===== config.mk =====
export PLATFORM = sky130hd
export DESIGN_NAME = stepper_pulse_gen
export DESIGN_NICKNAME = d
export VERILOG_FILES = /design/src/rtl/stepper_pkg.sv /design/src/rtl/step_axis_counter.sv /design/src/rtl/stepper_pulse_gen.sv
export SDC_FILE = /design/constraint.sdc
export NUM_CORES = 1
export LEC_CHECK = 0
export CELL_PAD_IN_SITES_DETAIL_PLACEMENT = 1
export CELL_PAD_IN_SITES_GLOBAL_PLACEMENT = 2
export CORE_AREA = 2 2 88 90
export CTS_BUF_LIST = sky130_fd_sc_hd__clkbuf_4 sky130_fd_sc_hd__clkbuf_8
export DETAILED_ROUTE_END_ITERATION = 8
export DIE_AREA = 0 0 90 92
export GPL_TIMING_DRIVEN = 0
export PLACE_DENSITY_LB_ADDON = 0.1
export SKIP_CTS_REPAIR_TIMING = 1
export SYNTH_ARGS = -nofsm -noshare
export SYNTH_HDL_FRONTEND = slang
export SYNTH_SLANG_ARGS = --single-unit

===== constraint.sdc =====
create_clock -name clk -period 3.72 [get_ports clk]
set_input_delay 0.744 -clock clk [delete_from_list [all_inputs] [get_ports clk]]
set_output_delay 0.744 -clock clk [all_outputs]
set_load 0.02 [all_outputs]

===== src/rtl/stepper_pkg.sv =====
// Shared types, default timing and sizing helpers for the two-joint stepper pulse generator.
package stepper_pkg;

    typedef enum logic [2:0] {
        IDLE       = 3'd0,
        DIR_SETUP  = 3'd1,
        PULSE_HIGH = 3'd2,
        PULSE_LOW  = 3'd3,
        FINISH     = 3'd4
    } state_t;

    localparam int DEF_STEPS_W            = 32'sd8;
    localparam int DEF_PULSE_HIGH_CYCLES  = 32'sd100;
    localparam int DEF_STEP_PERIOD_CYCLES = 32'sd50000;
    localparam int DEF_DIR_SETUP_CYCLES   = 32'sd50;

    // The phase timer must hold the longest phase it ever times.
    function automatic int phase_timer_width(input int period_cycles, input int setup_cycles);
        int longest;
        if (period_cycles > setup_cycles) begin
            longest = period_cycles;
        end else begin
            longest = setup_cycles;
        end
        return $clog2(longest + 32'sd1);
    endfunction

endpackage


===== src/rtl/step_axis_counter.sv =====
// One joint: remaining-step counter plus the registered STEP/DIR drive for that joint.
module step_axis_counter #(
    parameter int STEPS_W = 8
) (
    input  logic               clk,
    input  logic               reset,
    input  logic               load,
    input  logic [STEPS_W-1:0] load_count,
    input  logic               load_dir,
    input  logic               pulse_start,
    input  logic               pulse_done,
    input  logic               clear,
    output logic               nonzero,
    output logic               step,
    output logic               dir
);

    localparam logic [STEPS_W-1:0] COUNT_ZERO = {STEPS_W{1'b0}};
    localparam logic [STEPS_W-1:0] COUNT_ONE  = {{(STEPS_W-1){1'b0}}, 1'b1};

    logic [STEPS_W-1:0] remaining_r;
    logic               step_r;
    logic               dir_r;

    // Count/direction register; clear outranks pulse_done so a halted pulse still drops STEP.
    always_ff @(posedge clk) begin
        if (reset) begin
            remaining_r <= COUNT_ZERO;
            step_r      <= 1'b0;
            dir_r       <= 1'b0;
        end else if (load) begin
            remaining_r <= load_count;
            dir_r       <= load_dir;
            step_r      <= 1'b0;
        end else if (clear) begin
            remaining_r <= COUNT_ZERO;
            step_r      <= 1'b0;
        end else if (pulse_done) begin
            step_r <= 1'b0;
            if (remaining_r != COUNT_ZERO) begin
                remaining_r <= remaining_r - COUNT_ONE;
            end else begin
                remaining_r <= remaining_r;
            end
        end else if (pulse_start) begin
            step_r <= (remaining_r != COUNT_ZERO);
        end else begin
            remaining_r <= remaining_r;
            step_r      <= step_r;
            dir_r       <= dir_r;
        end
    end

    assign nonzero = (remaining_r != COUNT_ZERO);
    assign step    = step_r;
    assign dir     = dir_r;

endmodule


===== src/rtl/stepper_pulse_gen.sv =====
// Drives two stepper joints in lockstep from a latched move; FSM, shared phase timer and dataReady edge detect.
module stepper_pulse_gen
    import stepper_pkg::*;
#(
    parameter int STEPS_W            = DEF_STEPS_W,
    parameter int PULSE_HIGH_CYCLES  = DEF_PULSE_HIGH_CYCLES,
    parameter int STEP_PERIOD_CYCLES = DEF_STEP_PERIOD_CYCLES,
    parameter int DIR_SETUP_CYCLES   = DEF_DIR_SETUP_CYCLES
) (
    input  logic               clk,
    input  logic               reset,
    input  logic [STEPS_W-1:0] steps1,
    input  logic [STEPS_W-1:0] steps2,
    input  logic               dir1,
    input  logic               dir2,
    input  logic               dataReady,
    input  logic               halt,
    output logic               stepperReady,
    output logic               step1_out,
    output logic               step2_out,
    output logic               dir1_out,
    output logic               dir2_out,
    output logic               moveDone
);

    localparam int TIMER_W = phase_timer_width(STEP_PERIOD_CYCLES, DIR_SETUP_CYCLES);
    localparam logic [TIMER_W-1:0] TIMER_ZERO = {TIMER_W{1'b0}};
    localparam logic [TIMER_W-1:0] TIMER_ONE  = {{(TIMER_W-1){1'b0}}, 1'b1};
    localparam logic [TIMER_W-1:0] SETUP_LOAD = TIMER_W'(DIR_SETUP_CYCLES - 32'sd1);
    localparam logic [TIMER_W-1:0] HIGH_LOAD  = TIMER_W'(PULSE_HIGH_CYCLES - 32'sd1);
    localparam logic [TIMER_W-1:0] LOW_LOAD   = TIMER_W'(STEP_PERIOD_CYCLES - PULSE_HIGH_CYCLES - 32'sd1);

    state_t             state_r;
    logic [TIMER_W-1:0] timer_r;
    logic               dr_q_r;
    logic               halt_req_r;
    logic               ready_r;
    logic               done_r;

    logic accept_s;
    logic timed_s;
    logic phase_end_s;
    logic halt_now_s;
    logic any_nz_s;
    logic nz1_s;
    logic nz2_s;
    logic pulse_start_s;
    logic pulse_done_s;
    logic clear_s;

    // Phase-boundary strobes; halt seen in the boundary cycle itself counts immediately.
    always_comb begin
        accept_s      = (state_r == IDLE) && dataReady && !dr_q_r;
        timed_s       = (state_r == DIR_SETUP) || (state_r == PULSE_HIGH) || (state_r == PULSE_LOW);
        phase_end_s   = timed_s && (timer_r == TIMER_ZERO);
        halt_now_s    = halt_req_r || halt;
        any_nz_s      = nz1_s || nz2_s;
        pulse_start_s = phase_end_s && !halt_now_s && any_nz_s && (state_r != PULSE_HIGH);
        pulse_done_s  = phase_end_s && (state_r == PULSE_HIGH);
        clear_s       = phase_end_s && halt_now_s;
    end

    // Move sequencing FSM with its phase timer and registered handshake outputs.
    always_ff @(posedge clk) begin
        if (reset) begin
            state_r    <= IDLE;
            timer_r    <= TIMER_ZERO;
            dr_q_r     <= 1'b0;
            halt_req_r <= 1'b0;
            ready_r    <= 1'b1;
            done_r     <= 1'b0;
        end else begin
            dr_q_r <= dataReady;
            done_r <= 1'b0;
            case (state_r)
                IDLE: begin
                    if (accept_s) begin
                        state_r    <= DIR_SETUP;
                        timer_r    <= SETUP_LOAD;
                        ready_r    <= 1'b0;
                        halt_req_r <= 1'b0;
                    end else begin
                        ready_r <= 1'b1;
                    end
                end
                DIR_SETUP, PULSE_LOW: begin
                    halt_req_r <= halt_now_s;
                    if (!phase_end_s) begin
                        timer_r <= timer_r - TIMER_ONE;
                    end else if (halt_now_s || !any_nz_s) begin
                        state_r <= FINISH;
                        done_r  <= 1'b1;
                    end else begin
                        state_r <= PULSE_HIGH;
                        timer_r <= HIGH_LOAD;
                    end
                end
                PULSE_HIGH: begin
                    halt_req_r <= halt_now_s;
                    if (!phase_end_s) begin
                        timer_r <= timer_r - TIMER_ONE;
                    end else if (halt_now_s) begin
                        state_r <= FINISH;
                        done_r  <= 1'b1;
                    end else begin
                        state_r <= PULSE_LOW;
                        timer_r <= LOW_LOAD;
                    end
                end
                FINISH: begin
                    state_r    <= IDLE;
                    ready_r    <= 1'b1;
                    halt_req_r <= 1'b0;
                end
                default: begin
                    state_r    <= IDLE;
                    timer_r    <= TIMER_ZERO;
                    ready_r    <= 1'b1;
                    halt_req_r <= 1'b0;
                end
            endcase
        end
    end

    step_axis_counter #(.STEPS_W(STEPS_W)) u_axis1 (
        .clk         (clk),
        .reset       (reset),
        .load        (accept_s),
        .load_count  (steps1),
        .load_dir    (dir1),
        .pulse_start (pulse_start_s),
        .pulse_done  (pulse_done_s),
        .clear       (clear_s),
        .nonzero     (nz1_s),
        .step        (step1_out),
        .dir         (dir1_out)
    );

    step_axis_counter #(.STEPS_W(STEPS_W)) u_axis2 (
        .clk         (clk),
        .reset       (reset),
        .load        (accept_s),
        .load_count  (steps2),
        .load_dir    (dir2),
        .pulse_start (pulse_start_s),
        .pulse_done  (pulse_done_s),
        .clear       (clear_s),
        .nonzero     (nz2_s),
        .step        (step2_out),
        .dir         (dir2_out)
    );

    assign stepperReady = ready_r;
    assign moveDone     = done_r;

endmodule


Word level (Yosys, flattened, before mapping)
Cells that the tools add are included.
- bitwise logic cells: 1
- reduce and logical (&&, ||, !) cells: 30
- equality and inequality tests: 10
- add/sub/neg operators: 3
- muxes and demuxes: 29
- operator list (kind ; number):
    16-bit 2-to-1 mux ; 5
    8-bit 2-to-1 mux ; 8
    16-bit one-hot mux with 4 select lines ; 1
    16-bit zero test ; 1
    8-bit nonzero test ; 2
    16-bit by 1-bit subtractor with 16-bit output, second input constant ; 1
    8-bit by 1-bit subtractor with 8-bit output, second input constant ; 2
    3-bit 2-to-1 mux ; 5
    3-bit one-hot mux with 3 select lines ; 1
    3-bit nonzero test ; 3
    1-bit logical AND ; 8
    3-bit by 2-bit == test with 1-bit output, second input constant ; 2
    1-bit 2-to-1 mux ; 6
    2-bit inequality test, second input constant ; 3
    3-bit inequality test, second input constant ; 2
    1-bit one-hot mux with 2 select lines ; 3
    1-bit logical OR ; 5
    2-bit AND reduction ; 2
    4-bit AND reduction ; 1
    4-bit OR reduction ; 1
    3-bit by 1-bit == test with 1-bit output, second input constant ; 1
    3-bit == test, second input constant ; 1
    1-bit zero test ; 3
    3-bit zero test ; 1
    5 further kinds ; 5
- input bits: 22
- logic and storage cells: 85
- register bits after elaboration: 43

Logic depth before layout (Yosys ltp)
- depth in word-level cells: 8
- depth in mapped cells: 9
- mapped depth without buffers: 8

Modules after synthesis
From an unflattened synthesis, not the netlist that was laid out.
- cell total of the unflattened synthesis: 308
- area total of the unflattened synthesis: 2596.2 sq um
- by module, submodules not included (module ; area each (sq um) ; cells an instance ; sequential area each (sq um) ; times used):
    stepper_pulse_gen ; 1330.0 ; 162 ; 460.4 ; 1
    step_axis_counter ; 633.1 ; 73 ; 200.2 ; 2

Worst setup path before layout
Ideal clock, no wire load.
- path type: register -> register
- start point: reg timer_r[0]
- end point: reg timer_r[3]
- buffers on the path: 0
- data arrival time: 2.580 ns
- required time: 3.601 ns
- stages on the path, launching flop included: 9
- slack: 1.022 ns
- setup time: 0.119 ns
- cells stage by stage: dfxtp_1 -> inv_1 -> ha_1 -> or3b_2 -> or4_4 -> or4_4 -> a2bb2oi_1 -> o21a_1 -> o221a_2
- cells in the longest elaborated chain, start to end: 4
- elaborated cells between the ends (all ways): 9
- those cells by class: 1 x add/sub; 2 x eq/ne; 3 x mux; 3 x reduce/logical
- RTL lines (element ; RTL line ; RTL):
    start: declaration ; stepper_pulse_gen.sv:34 ; logic [TIMER_W-1:0] timer_r;
    start signal: assignment ; stepper_pulse_gen.sv:89 ; timer_r <= timer_r - TIMER_ONE;
    start signal: assignment ; stepper_pulse_gen.sv:101 ; timer_r <= timer_r - TIMER_ONE;
    parallel branches: the longest is 4 deep, another holds 16-bit by 1-bit subtractor with 16-bit output ; -- ;
Parallel ways; which one is timed is not known.
A chain may end at the register's enable or synchronous reset.

Final worst setup path
- start point: reg timer_r[0]
- end point: reg u_axis1.remaining_r[3]
- cells in the longest elaborated chain, start to end: 5
- elaborated cells between the ends (all ways): 9
- those cells by class: 2 x mux; 7 x reduce/logical
- RTL lines (element ; RTL line ; RTL):
    16-bit zero test (*) ; stepper_pulse_gen.sv:55 ; phase_end_s = timed_s && (timer_r == TIMER_ZERO);
    1-bit logical AND (*) ; stepper_pulse_gen.sv:55 ;
    1-bit logical AND (on tied branches) ; stepper_pulse_gen.sv:59, stepper_pulse_gen.sv:60 ;
    3-bit nonzero test (no source line) / 8-bit 2-to-1 mux (equally long branches) ; -- ;
    2-bit AND reduction (no source line) / 8-bit 2-to-1 mux (equally long branches) ; -- ;
    end signal: assignment ; step_axis_counter.sv:41 ; remaining_r <= remaining_r - COUNT_ONE;
    end signal: assignment ; step_axis_counter.sv:43 ; remaining_r <= remaining_r;
    end signal: assignment ; step_axis_counter.sv:48 ; remaining_r <= remaining_r;
    end: declaration ; step_axis_counter.sv:21 ; logic [STEPS_W-1:0] remaining_r;
Every way passes the cells marked *; elsewhere a longest branch is shown, timed or not.

==> impl_metrics.csv <==
group,metric,value,unit
run_status,status,"finished, final reports clean",
route,drc,0,
global_routing,grt_util_all_layers,0.191,
yosys,synth_top_area_cell,"dfxtp_1",
yosys,yosys_warnings,0,
critical_path,worstPathRequired,3.94,ns
final_layout,area_delta_synth_final,22.0,%
timing,finalMaxSlewViolations,0,
critical_path,regToRegSetupSlack,0.52,ns
yosys,synthesis.nets,329,
timing,period_share,0.861,
floorplan,fp.dieH,92,µm
clock_network,clk_transition_reported_paths,0.09,ns
clock_network,cts_num_sinks,43,
yosys,synth_area_per_cell,7.96,µm²
place,hpwl,5.50,mm
timing,fmax,312,MHz
yosys,yosys.area_share.xor_xnor,0.0364,
final_layout,drive_gt1_frac,0.0772,
yosys,synth.most_common_cell,"dfxtp_1",
yosys,syn_area,2400,µm²
clock_network,cts_htree_levels,2,
timing,hold_viol,0,
min_path,hp-class,"reg2reg",
global_routing,antenna_found_initial,0,
yosys,synth_compound_area_frac,0.266,
yosys,yosys.cell_types.count,50,
pwr,ir_worst_vdd,0.251,mV
critical_path,arrival,3.42,ns
clock_network,clockBufferDepth,2,
yosys,synth_fa_ha_area_frac,0.0260,
global_routing,grt_pass1_vias,2482,
timing,finalSetupViolCount,0,
critical_path,crit_type,"reg2reg",
yosys,ys_ff_latch,43,
floorplan,die_width,90,µm
floorplan,initial_core_util,0.323,
yosys,synth.area.top_cells,"dfxtp_1 36%, a21oi_1 7.1%, nor2_1 6.2%",
place,place.gp.congestion,0.766,
yosys,yosys.area.top_type_share,0.358,
critical_path,rr_worst_depth,8,
route,wirelength,7.46,mm
timing,worstMarginPinSlew,1.13,ns
final_layout,n_antenna_cell,0,
timing,fin_setup_tns,0,ns
floorplan,dieArea,8280,µm²
timing,fin_crit,3.20,ns
yosys,synth_top_family_by_area,"simple AND/OR/NAND/NOR gates",
critical_path,cp_max_fo,9,
critical_path,worstReg2RegStart,"timer_r[0]$_SDFFE_PP0P_",
floorplan,core-area,7450,µm²
critical_path,critPathLaunchType,"flip-flop",
min_path,holdPathStages,2,
yosys,synth_flop_cell,"dfxtp_1",
yosys,synthCells,302,
yosys,synth.mux.area_fraction,0,
clock_network,cts_tree,"done",
clock_network,root_buffer,"clkbuf_8",
global_routing,grt_max_degree,14,
timing,rsz0062_at_grt,"false",
job,max_cap_viol_count,0,
global_routing,grt_pass1_wl,12.6,mm
route,first_pass_iters,5,
yosys,synth_edf_count,0,
min_path,hold_end,"u_axis2.dir$_SDFFE_PP0P_",
route,drtIter0Drc,100,
critical_path,reg2reg_to,"u_axis1.remaining_r[3]$_SDFFE_PP0P_",
global_routing,overflow,0,
pwr,powerDensity,925,nW/µm²
critical_path,end_kind,"flip-flop",
clock_network,numCtsBuffers,5,
final_layout,utilization,0.394,
yosys,yosysSeqAreaShare,0.358,
min_path,hold_path_startpoint,"u_axis2.dir$_SDFFE_PP0P_",
floorplan,io-pin-count,28,
pwr,cellLeakagePower,0.00104,µW
route,num_vias,2372,
route,wl_per_cell,17.0,µm
timing,hold-worst-slack,0.468,ns
timing,final.setup_skew,0.00778,ns
clock_network,clock_latency,0.30,ns
yosys,synthSimpleGateAreaFrac,0.276,
floorplan,rows,32,
route,viasPerCell,5.40,
timing,maxSlewHeadroom,0.243,
yosys,async_reset_ff_frac,0,
place,port_buffers,26,
yosys,synth.cells.most_frequent,"43 x dfxtp_1, 40 x nor2_1, 34 x a21oi_1, 22 x nand2_1, 17 x nor3_1",
final_layout,finalNetCount,363,
route,ant_nets,0,
-- per-stage QoR --
stage                     total power, µW  instance area (µm²)  worst slack, ns  std cells
after CTS                            2730                 2930            0.498        438
after global placement               2250                 2790            0.271        430
after floorplan                      1850                 2400             1.02        302
after detailed placement             2270                 2790            0.249        430
after global routing                 2970                 2930           0.0682        439
final                                2710                 2930            0.518        439
-- area by class of cell --
type | instances | area (µm²)
fillers | 913 | 4510
multi-input cells | 237 | 1450
flip-flops and latches | 43 | 861
repair buffers | 27 | 265
well taps | 102 | 128
clock buffers | 6 | 76.3
clock inverters | 2 | 60.1
plain buffers | 14 | 60.1
inverters | 8 | 30.0
-- state kept, by name (all words and copies together), names as in the netlist --
name,flops
u_axis2.step,1
timer_r,16
u_axis1.dir,1
stepperReady,1
dr_q_r,1
u_axis2.remaining_r,8
u_axis1.step,1
u_axis2.dir,1
halt_req_r,1
state_r,3
u_axis1.remaining_r,8
moveDone,1
-- cells in the final DEF (no fill, tap or decap), types with 3 or more instances in the layout --
| cell type | instances |
|---|---|
| nor3b_1 | 4 |
| clkbuf_8 | 5 |
| o221a_2 | 4 |
| a21o_1 | 3 |
| o21ai_1 | 5 |
| o21ai_0 | 11 |
| nor2_1 | 40 |
| a31oi_1 | 7 |
| inv_1 | 8 |
| ha_1 | 5 |
| dfxtp_1 | 43 |
| clkdlybuf4s50_1 | 26 |
| or3_1 | 7 |
| nor4_1 | 7 |
| clkbuf_1 | 12 |
| a21oi_1 | 34 |
| xnor2_1 | 6 |
| xor2_1 | 4 |
| or4_4 | 3 |
| nand2_1 | 22 |
| nand3_1 | 5 |
| nor3_1 | 17 |
| a221oi_1 | 4 |
| a211oi_1 | 4 |
| a22oi_1 | 6 |
| nand2b_1 | 6 |
-- how the worst max path moves through the flow --
stage,end,slack (ns),cells after the start,start
finish,u_axis1.remaining_r[3]$_SDFFE_PP0P_,0.52,8,timer_r[0]$_SDFFE_PP0P_
CTS,u_axis1.remaining_r[3]$_SDFFE_PP0P_,0.50,8,timer_r[0]$_SDFFE_PP0P_
detailed placement,u_axis1.remaining_r[3]$_SDFFE_PP0P_,0.25,7,dataReady
global placement,u_axis1.remaining_r[3]$_SDFFE_PP0P_,0.27,7,dataReady
global route,u_axis1.remaining_r[3]$_SDFFE_PP0P_,0.07,8,timer_r[0]$_SDFFE_PP0P_
floorplan,timer_r[3]$_SDFFE_PP0P_,1.02,8,timer_r[0]$_SDFFE_PP0P_
-- layer usage --
metal | GRT usage | vias up | routed length [µm]
li1 | - | 1184 | -
met1 | 0.234 | 1158 | 3510
met2 | 0.347 | 24 | 3710
met3 | 0.0312 | 6 | 158
met4 | 0.0462 | 0 | 81
met5 | 0 | - | 0
-- logic make-up (layout without fill, tap and decap cells) --
kind of cell | Yosys count | in the layout
fa+ha+maj | 5 | 5
buf+inv | 22 | 57
xor+xnor | 10 | 10
compound gates | 94 | 94
flops | 43 | 43
simple gates | 128 | 128
-- critical path, stage by stage, from the launching register on --
cell      delay, ns
dfxtp_1        0.35
inv_1          0.07
ha_1           0.19
or3b_2         0.53
nor4_2         0.61
a41oi_1        0.65
nand2b_1       0.43
nor2_1         0.08
a211oi_1       0.21
-- report_power, final --
group | switching [µW] | internal [µW]
Sequential | 140 | 590
Clock | 173 | 276
Combinational | 944 | 591
Power figures use the tool's default switching activity.
